==> config.mk <==
export PLATFORM = sky130hd
export DESIGN_NAME = uart_receiver
export DESIGN_NICKNAME = d
export VERILOG_FILES = /design/src/rtl/uart_pkg.sv /design/src/rtl/uart_rx_sync.sv /design/src/rtl/uart_receiver.sv
export SDC_FILE = /design/constraint.sdc
export NUM_CORES = 1
export LEC_CHECK = 0
export ABC_CLOCK_PERIOD_IN_PS = 2100
export CELL_PAD_IN_SITES_DETAIL_PLACEMENT = 0
export CELL_PAD_IN_SITES_GLOBAL_PLACEMENT = 1
export CORE_MARGIN = 1
export CORE_UTILIZATION = 30
export CTS_BUF_LIST = sky130_fd_sc_hd__clkbuf_8
export CTS_CLUSTER_SIZE = 10
export DETAILED_ROUTE_END_ITERATION = 6
export GPL_TIMING_DRIVEN = 1
export PLACE_DENSITY = 0.6
export RECOVER_POWER = 100
export SLEW_MARGIN = 20
export SYNTH_ARGS = -nofsm -noshare
export SYNTH_HDL_FRONTEND = slang
export SYNTH_SLANG_ARGS = --single-unit
export TNS_END_PERCENT = 1
==> constraint.sdc <==
create_clock -name bclk -period 2.1 [get_ports bclk]
set_clock_uncertainty 0.2 [all_clocks]
set_input_delay 0.21 -clock bclk [delete_from_list [all_inputs] [get_ports bclk]]
set_output_delay 0.21 -clock bclk [all_outputs]
set_load 0.02 [all_outputs]
==> src/rtl/uart_pkg.sv <==
// ----------------------------------------------------------------------------
// uart_pkg
//   Definitions shared by the UART transmit and receive stages: frame geometry,
//   line levels and the receive FSM state encoding.
//   No ports (package).
// ----------------------------------------------------------------------------
package uart_pkg;

    localparam int   UART_DATA_BITS = 8;
    localparam logic UART_IDLE_LVL  = 1'b1;
    localparam logic UART_START_LVL = 1'b0;

    typedef enum logic [2:0] {
        RX_IDLE      = 3'd0,
        RX_START     = 3'd1,
        RX_DATA      = 3'd2,
        RX_STOP      = 3'd3,
        RX_WAIT_IDLE = 3'd4
    } rx_state_t;

endpackage

==> src/rtl/uart_rx_sync.sv <==
// ----------------------------------------------------------------------------
// uart_rx_sync
//   Metastability synchroniser for the asynchronous serial line. The chain
//   resets to the idle level so that releasing reset never looks like a start
//   edge.
// Ports
//   bclk   in   receive clock
//   reset  in   asynchronous, active-high reset
//   rx_in  in   raw serial line
//   rx_s   out  rx_in delayed by SYNC_STAGES flops
// ----------------------------------------------------------------------------
module uart_rx_sync
    import uart_pkg::*;
#(
    parameter int SYNC_STAGES = 2
) (
    input  logic bclk,
    input  logic reset,
    input  logic rx_in,
    output logic rx_s
);

    logic [SYNC_STAGES-1:0] sync_ff;

    always_ff @(posedge bclk or posedge reset) begin
        if (reset) begin
            sync_ff <= {SYNC_STAGES{UART_IDLE_LVL}};
        end else begin
            sync_ff <= {sync_ff[SYNC_STAGES-2:0], rx_in};
        end
    end

    assign rx_s = sync_ff[SYNC_STAGES-1];

endmodule

==> src/rtl/uart_receiver.sv <==
// ----------------------------------------------------------------------------
// uart_receiver
//   Serial-to-parallel UART receive stage. Frame: start(0), 8 data bits LSB
//   first, stop(1); line idles high. rx_in is oversampled at OVS x bit rate and
//   each bit is sampled once near its middle. The byte is assembled in RSR and
//   transferred to RHR, which is presented with a ready flag and sticky errors.
// Ports
//   bclk         in   receive clock, OVS x bit rate
//   reset        in   asynchronous, active-high reset
//   rx_in        in   serial line, asynchronous to bclk
//   rd           in   single-cycle read strobe; clears rx_ready and errors
//   d_out        out  RHR contents
//   rx_ready     out  unread byte in RHR
//   framing_err  out  sticky: stop bit sampled low
//   overrun_err  out  sticky: byte completed while rx_ready was set
//   rx_busy      out  FSM not idle
// ----------------------------------------------------------------------------
module uart_receiver
    import uart_pkg::*;
#(
    parameter int OVS         = 16,
    parameter int SYNC_STAGES = 2
) (
    input  logic                      bclk,
    input  logic                      reset,
    input  logic                      rx_in,
    input  logic                      rd,
    output logic [UART_DATA_BITS-1:0] d_out,
    output logic                      rx_ready,
    output logic                      framing_err,
    output logic                      overrun_err,
    output logic                      rx_busy
);

    localparam int              TC_W    = $clog2(OVS);
    localparam logic [TC_W-1:0] TC_LAST = TC_W'(OVS - 1);
    localparam logic [TC_W-1:0] TC_ONE  = TC_W'(1);
    // START is entered one cycle after the detected edge, so the mid-point of
    // the start bit is reached when tc reads OVS/2-2.
    localparam logic [TC_W-1:0] TC_MID  = TC_W'(OVS / 2 - 2);

    function automatic logic [TC_W-1:0] tc_inc(input logic [TC_W-1:0] v);
        return (v == TC_LAST) ? '0 : v + TC_ONE;
    endfunction

    function automatic logic [2:0] bc_sat_inc(input logic [2:0] v);
        return (v == 3'd7) ? v : v + 3'd1;
    endfunction

    logic                      rx_s;
    logic                      rx_s_prev;
    logic                      start_edge;
    rx_state_t                 state, state_nxt;
    logic [TC_W-1:0]           tc, tc_nxt;
    logic [2:0]                bc, bc_nxt;
    logic [UART_DATA_BITS-1:0] rsr, rsr_nxt;
    logic [UART_DATA_BITS-1:0] rhr_nxt;
    logic                      ready_nxt, ferr_nxt, oerr_nxt;

    uart_rx_sync #(
        .SYNC_STAGES (SYNC_STAGES)
    ) u_sync (
        .bclk  (bclk),
        .reset (reset),
        .rx_in (rx_in),
        .rx_s  (rx_s)
    );

    assign start_edge = (rx_s == UART_START_LVL) && (rx_s_prev == UART_IDLE_LVL);

    always_comb begin
        state_nxt = state;
        tc_nxt    = tc;
        bc_nxt    = bc;
        rsr_nxt   = rsr;
        rhr_nxt   = d_out;
        ready_nxt = rx_ready;
        ferr_nxt  = framing_err;
        oerr_nxt  = overrun_err;

        // The read clear is applied first so that any flag set below wins.
        if (rd) begin
            ready_nxt = 1'b0;
            ferr_nxt  = 1'b0;
            oerr_nxt  = 1'b0;
        end

        case (state)
            RX_IDLE: begin
                if (start_edge) begin
                    state_nxt = RX_START;
                    tc_nxt    = '0;
                end
            end
            RX_START: begin
                if (tc == TC_MID) begin
                    if (rx_s == UART_IDLE_LVL) begin
                        state_nxt = RX_IDLE;
                    end else begin
                        state_nxt = RX_DATA;
                        tc_nxt    = '0;
                        bc_nxt    = '0;
                    end
                end else begin
                    tc_nxt = tc_inc(tc);
                end
            end
            RX_DATA: begin
                tc_nxt = tc_inc(tc);
                if (tc == TC_LAST) begin
                    rsr_nxt = {rx_s, rsr[UART_DATA_BITS-1:1]};
                    bc_nxt  = bc_sat_inc(bc);
                    if (bc == 3'd7) begin
                        state_nxt = RX_STOP;
                    end
                end
            end
            RX_STOP: begin
                tc_nxt = tc_inc(tc);
                if (tc == TC_LAST) begin
                    if (rx_s == UART_IDLE_LVL) begin
                        state_nxt = RX_IDLE;
                        // A read in this same cycle frees RHR for the new byte.
                        if (rx_ready && !rd) begin
                            oerr_nxt = 1'b1;
                        end else begin
                            rhr_nxt   = rsr;
                            ready_nxt = 1'b1;
                        end
                    end else begin
                        state_nxt = RX_WAIT_IDLE;
                        ferr_nxt  = 1'b1;
                    end
                end
            end
            RX_WAIT_IDLE: begin
                if (rx_s == UART_IDLE_LVL) begin
                    state_nxt = RX_IDLE;
                end
            end
            default: begin
                state_nxt = RX_IDLE;
            end
        endcase
    end

    always_ff @(posedge bclk or posedge reset) begin
        if (reset) begin
            state       <= RX_IDLE;
            rx_s_prev   <= UART_IDLE_LVL;
            tc          <= '0;
            bc          <= '0;
            rsr         <= '0;
            d_out       <= '0;
            rx_ready    <= 1'b0;
            framing_err <= 1'b0;
            overrun_err <= 1'b0;
            rx_busy     <= 1'b0;
        end else begin
            state       <= state_nxt;
            rx_s_prev   <= rx_s;
            tc          <= tc_nxt;
            bc          <= bc_nxt;
            rsr         <= rsr_nxt;
            d_out       <= rhr_nxt;
            rx_ready    <= ready_nxt;
            framing_err <= ferr_nxt;
            overrun_err <= oerr_nxt;
            rx_busy     <= (state_nxt != RX_IDLE);
        end
    end

endmodule
==> impl_results.md <==
* Run status: finished, final reports clean
* Maximum frequency from static timing analysis at 498 MHz
* XOR/XNOR share of the synthesized area at 0
* Max_slew headroom at 0.467
* Commonest non-fill, non-tap cell in the layout: sky130_fd_sc_hd__dfrtp_1
* Series of cell instances along the critical path: ha_1 -> and3_1 -> and3_1 -> o21ai_1 -> or4b_1
* LEAKAGE at 0.890 nW
* Combinational group share of total power at 0.225
* Net Count, Synth at 124
* Average cell area after synthesis at 12.6 um2
* Unrepaired setup endpoints after global routing: false
* Fraction of layout cells with a size suffix above 1 at 0.246
* TritonCTS clock tree: done
* Compound-gate portion of the synthesized area at 0.0939
* Number of synthesized register bits at 33
* Post-layout nets at 145
* Required time of the critical path at 2.05 ns
* Number of antenna violations at the first check in global routing at 0
* Area share of and/or/nand/nor cells after synthesis at 0.131
* Vias per Instance at 4.55
* Number of optimization iterations in the first detailed-route pass at 4
* Number of different library cells in the post-synthesis netlist at 35
* Worst hold-check path type: flop to flop
* Post-route antenna net violation count at 0
* Transition time of the tightest slew-check pin at 0.799 ns
* Number of cells on the critical path at 5
* Core ar. at 0.00472 mm2
* Final-report max-slew violation count at 0
* Vias after detailed routing at 932
* Crit Path Category: flop to flop
* Multiplexer share of the synthesized area at 0.131
* Crit path arrival time at 1.96 ns
* Count of warnings emitted by yosys at 0
* Minimum period implied by the final worst setup slack at 2.01 ns
* Count of inserted antenna diode cells at 0
* # port buffers at 15
* Vias in the first global route at 935
* Buf+Inv Stages, Crit Path at 0
* Initial DRC Count at 40
* Internal Power at roughly 1.4 mW
* GRT Resource Usage Total at 0.110
* Critical Path Fanout Max at 6
* Post-CTS clock slew at the launch and capture registers of the worst setup and hold paths at ~0.07 ns
* Vert. Die Dim at 71.9 um
* Total I/O pin count at 16
* Part of the Yosys area used for sequential elements at 0.566
* Layout Area Growth over Synthesis at 23.8%
* Combinational family with the most area after synthesis: simple AND/OR/NAND/NOR gates
* Dominant cell type by area after synthesis: sky130_fd_sc_hd__dfrtp_1
* Reg2Reg Depth at 5
* Share of total power in sequential cells at 0.409
* Remaining global-route overflow at 0
* Max cap viols at 0
* Clock Tree Root: sky130_fd_sc_hd__clkbuf_8
* First-pass GRT wire length at 4340 um
* Area of the mapped netlist at 0.00147 mm2
* Largest delay contributor family on the critical path: simple AND/OR/NAND/NOR gates
* Global placer's final weighted congestion at slightly above 0.8
* Maximum number of pins on one net before global-route repair at 34
* Clock network fraction of design power at 0.366
* Setup violators final at 0
* Clock latency of the later-clocked register in the worst-skew pair at 0.27 ns
* Hold buffer count at CTS at 0
* Num rows at 25
* Top cells by area, synth: sky130_fd_sc_hd__dfrtp_1 (51%), sky130_fd_sc_hd__mux2_2 (13%), sky130_fd_sc_hd__dfstp_2 (5.4%)
* CTS Buf Count at 5
* Clock sink count at 33
* Net switching power at 0.527 mW
* Area fraction of the dominant cell type after synthesis at 0.512
* Max rail drop VDD at 0.254 mV
* Post-synthesis share of cell area spent on full adders, half adders and majority gates at 0.0341
* Switch share at 0.277
* Residual DRC count at 0
* Period utilization at 0.956
* Crit path top cell by count: sky130_fd_sc_hd__and3_1
* Worst hold margin at 0.160 ns
* Power density over the cells at 1050 mW/mm2
* Overall die width at 71.9 um
* Maximum level of the CTS H-tree at 2
* Max incr delay on CP at between 0.4 and 0.5 ns
* Worst hold path depth at 0
* Post-route setup TNS at 0 ns
* Crit-path slowest cell: sky130_fd_sc_hd__or4b_1
* Effective utilization at floorplan at 0.310
* Count of final hold-check violations at 0
* Sort of element at the end of the critical path: flop
* WL/cell at 12.1 um
* Worst setup SP type: flop
* Top library cells by usage in the layout, fill and taps aside: sky130_fd_sc_hd__dfrtp_1 (30), sky130_fd_sc_hd__mux2_2 (17), sky130_fd_sc_hd__dlygate4sd3_1 (14)
* Filler cells at 468
* Detailed-route wire length at 2490 um
* Final HPWL DP at 1780 um
* Gate Count Post-Synth at 116
* Number of buffers on the longest clock path at 2
* Die ar. at approximately 0.0052 mm2
cell usage after synthesis:
| cell | n |
|---|---|
| sky130_fd_sc_hd__o31ai_1 | 1 |
| sky130_fd_sc_hd__a31oi_1 | 3 |
| sky130_fd_sc_hd__o22ai_1 | 2 |
| sky130_fd_sc_hd__and3_2 | 1 |
| sky130_fd_sc_hd__a22o_1 | 2 |
| sky130_fd_sc_hd__or3_1 | 1 |
| sky130_fd_sc_hd__nand3_4 | 1 |
| sky130_fd_sc_hd__nor3b_1 | 1 |
| sky130_fd_sc_hd__or2b_1 | 1 |
| sky130_fd_sc_hd__nor3b_2 | 1 |
| sky130_fd_sc_hd__a211oi_1 | 1 |
| sky130_fd_sc_hd__dfrtp_1 | 30 |
| sky130_fd_sc_hd__a311oi_1 | 1 |
| sky130_fd_sc_hd__and3_1 | 3 |
| sky130_fd_sc_hd__nor2b_4 | 1 |
| sky130_fd_sc_hd__nand3_1 | 2 |
| sky130_fd_sc_hd__a21oi_1 | 3 |
| sky130_fd_sc_hd__nor3_1 | 3 |
| sky130_fd_sc_hd__nor2_1 | 2 |
| sky130_fd_sc_hd__inv_1 | 8 |
| sky130_fd_sc_hd__or4b_1 | 1 |
| sky130_fd_sc_hd__mux2_2 | 17 |
| sky130_fd_sc_hd__ha_1 | 4 |
| sky130_fd_sc_hd__or4_1 | 1 |
| sky130_fd_sc_hd__buf_6 | 2 |
| sky130_fd_sc_hd__nand3b_1 | 1 |
| sky130_fd_sc_hd__nand2_1 | 5 |
| sky130_fd_sc_hd__nand2b_1 | 3 |
| sky130_fd_sc_hd__dfstp_2 | 3 |
| sky130_fd_sc_hd__a21o_1 | 2 |
| sky130_fd_sc_hd__o21ai_0 | 5 |
| sky130_fd_sc_hd__nor4_1 | 1 |
| sky130_fd_sc_hd__a32o_1 | 1 |
| sky130_fd_sc_hd__buf_4 | 1 |
| sky130_fd_sc_hd__clkbuf_2 | 1 |
flip-flops by register name (all words and copies together), names as in the netlist:
register / cells
rsr: 8
overrun_err: 1
rx_ready: 1
tc: 4
framing_err: 1
u_sync.sync_ff: 2
rx_s_prev: 1
d_out: 8
rx_busy: 1
bc: 3
state: 3
worst register-to-register path, stage by stage (launching register included):
cell and delay, ns:
sky130_fd_sc_hd__dfrtp_1 0.40, sky130_fd_sc_hd__ha_1 0.24, sky130_fd_sc_hd__and3_1 0.25, sky130_fd_sc_hd__and3_1 0.20, sky130_fd_sc_hd__o21ai_1 0.15, sky130_fd_sc_hd__or4b_1 0.44
logic make-up after synthesis:
| kind of cell | Yosys count |
|---|---|
| AO/OA/AOI/OAI | 21 |
| adder cells (fa/ha/maj) | 4 |
| buffers and inverters | 12 |
| flip-flops | 33 |
| multiplexers | 17 |
| AND/OR/NAND/NOR | 29 |
per-layer routing:
layer / global-route usage / part of all wire / vias up
met5: 0 / 0 / -
met1: 0.151 / 0.51 / 458
met4: 0.0523 / 0.012 / 0
li1: - / - / 455
met3: 0.0347 / 0.033 / 4
met2: 0.156 / 0.45 / 15
power by group through the flow:
stage | registers (mW) | logic, mW | clock network [mW]
global placement | 0.786 | 0.419 | 0
CTS | 0.777 | 0.436 | 0.721
global route | 0.787 | 0.482 | 0.753
finish | 0.778 | 0.429 | 0.695
detailed placement | 0.789 | 0.433 | 0
floorplan | 0.782 | 0.331 | 0
path summary, 6_finish.rpt:
path                                             start                     endpoint  slack (ns)
max in group asynchronous                        reset            tc[1]$_DFFE_PP0P_        0.80
hold reg to reg            u_sync.sync_ff[0]$_DFF_PP1_  u_sync.sync_ff[1]$_DFF_PP1_        0.16
hold / removal             u_sync.sync_ff[0]$_DFF_PP1_  u_sync.sync_ff[1]$_DFF_PP1_        0.16
setup / recovery                     tc[0]$_DFFE_PP0P_            rx_busy$_DFF_PP0_        0.09
min in group asynchronous                        reset           state[0]$_DFF_PP0_        0.40
setup reg to reg                     tc[0]$_DFFE_PP0P_            rx_busy$_DFF_PP0_        0.09
final cells by class:
type	instances	area [um2]	area share
clock buffer	5	68.8	0.0379
clock inverter	3	65.1	0.0358
inverter	8	30.0	0.0165
multi-input combinational	71	572	0.315
sequential	33	830	0.457
tap	67	83.8	0.0462
timing repair buffer	18	166	0.0917
what timing repair did:
action,CTS,global route
endpoints found under the setup margin,0,4
resized for setup,0,2
setup buffers,0,0
per-stage QoR:
step                cells  total power [mW]  setup slack [ns]  instance area, um2  utilization
floorplan             116              1.11             0.194                1470            -
detailed placement    197              1.22            0.0503                1690        0.357
global placement      197              1.20             0.126                1690        0.357
global route          205              2.02            0.0222                1820        0.384
finish                205              1.90            0.0918                1820        0.384
CTS                   205              1.93            0.0392                1820        0.386
No activity file was read; power rests on OpenSTA's default activity.
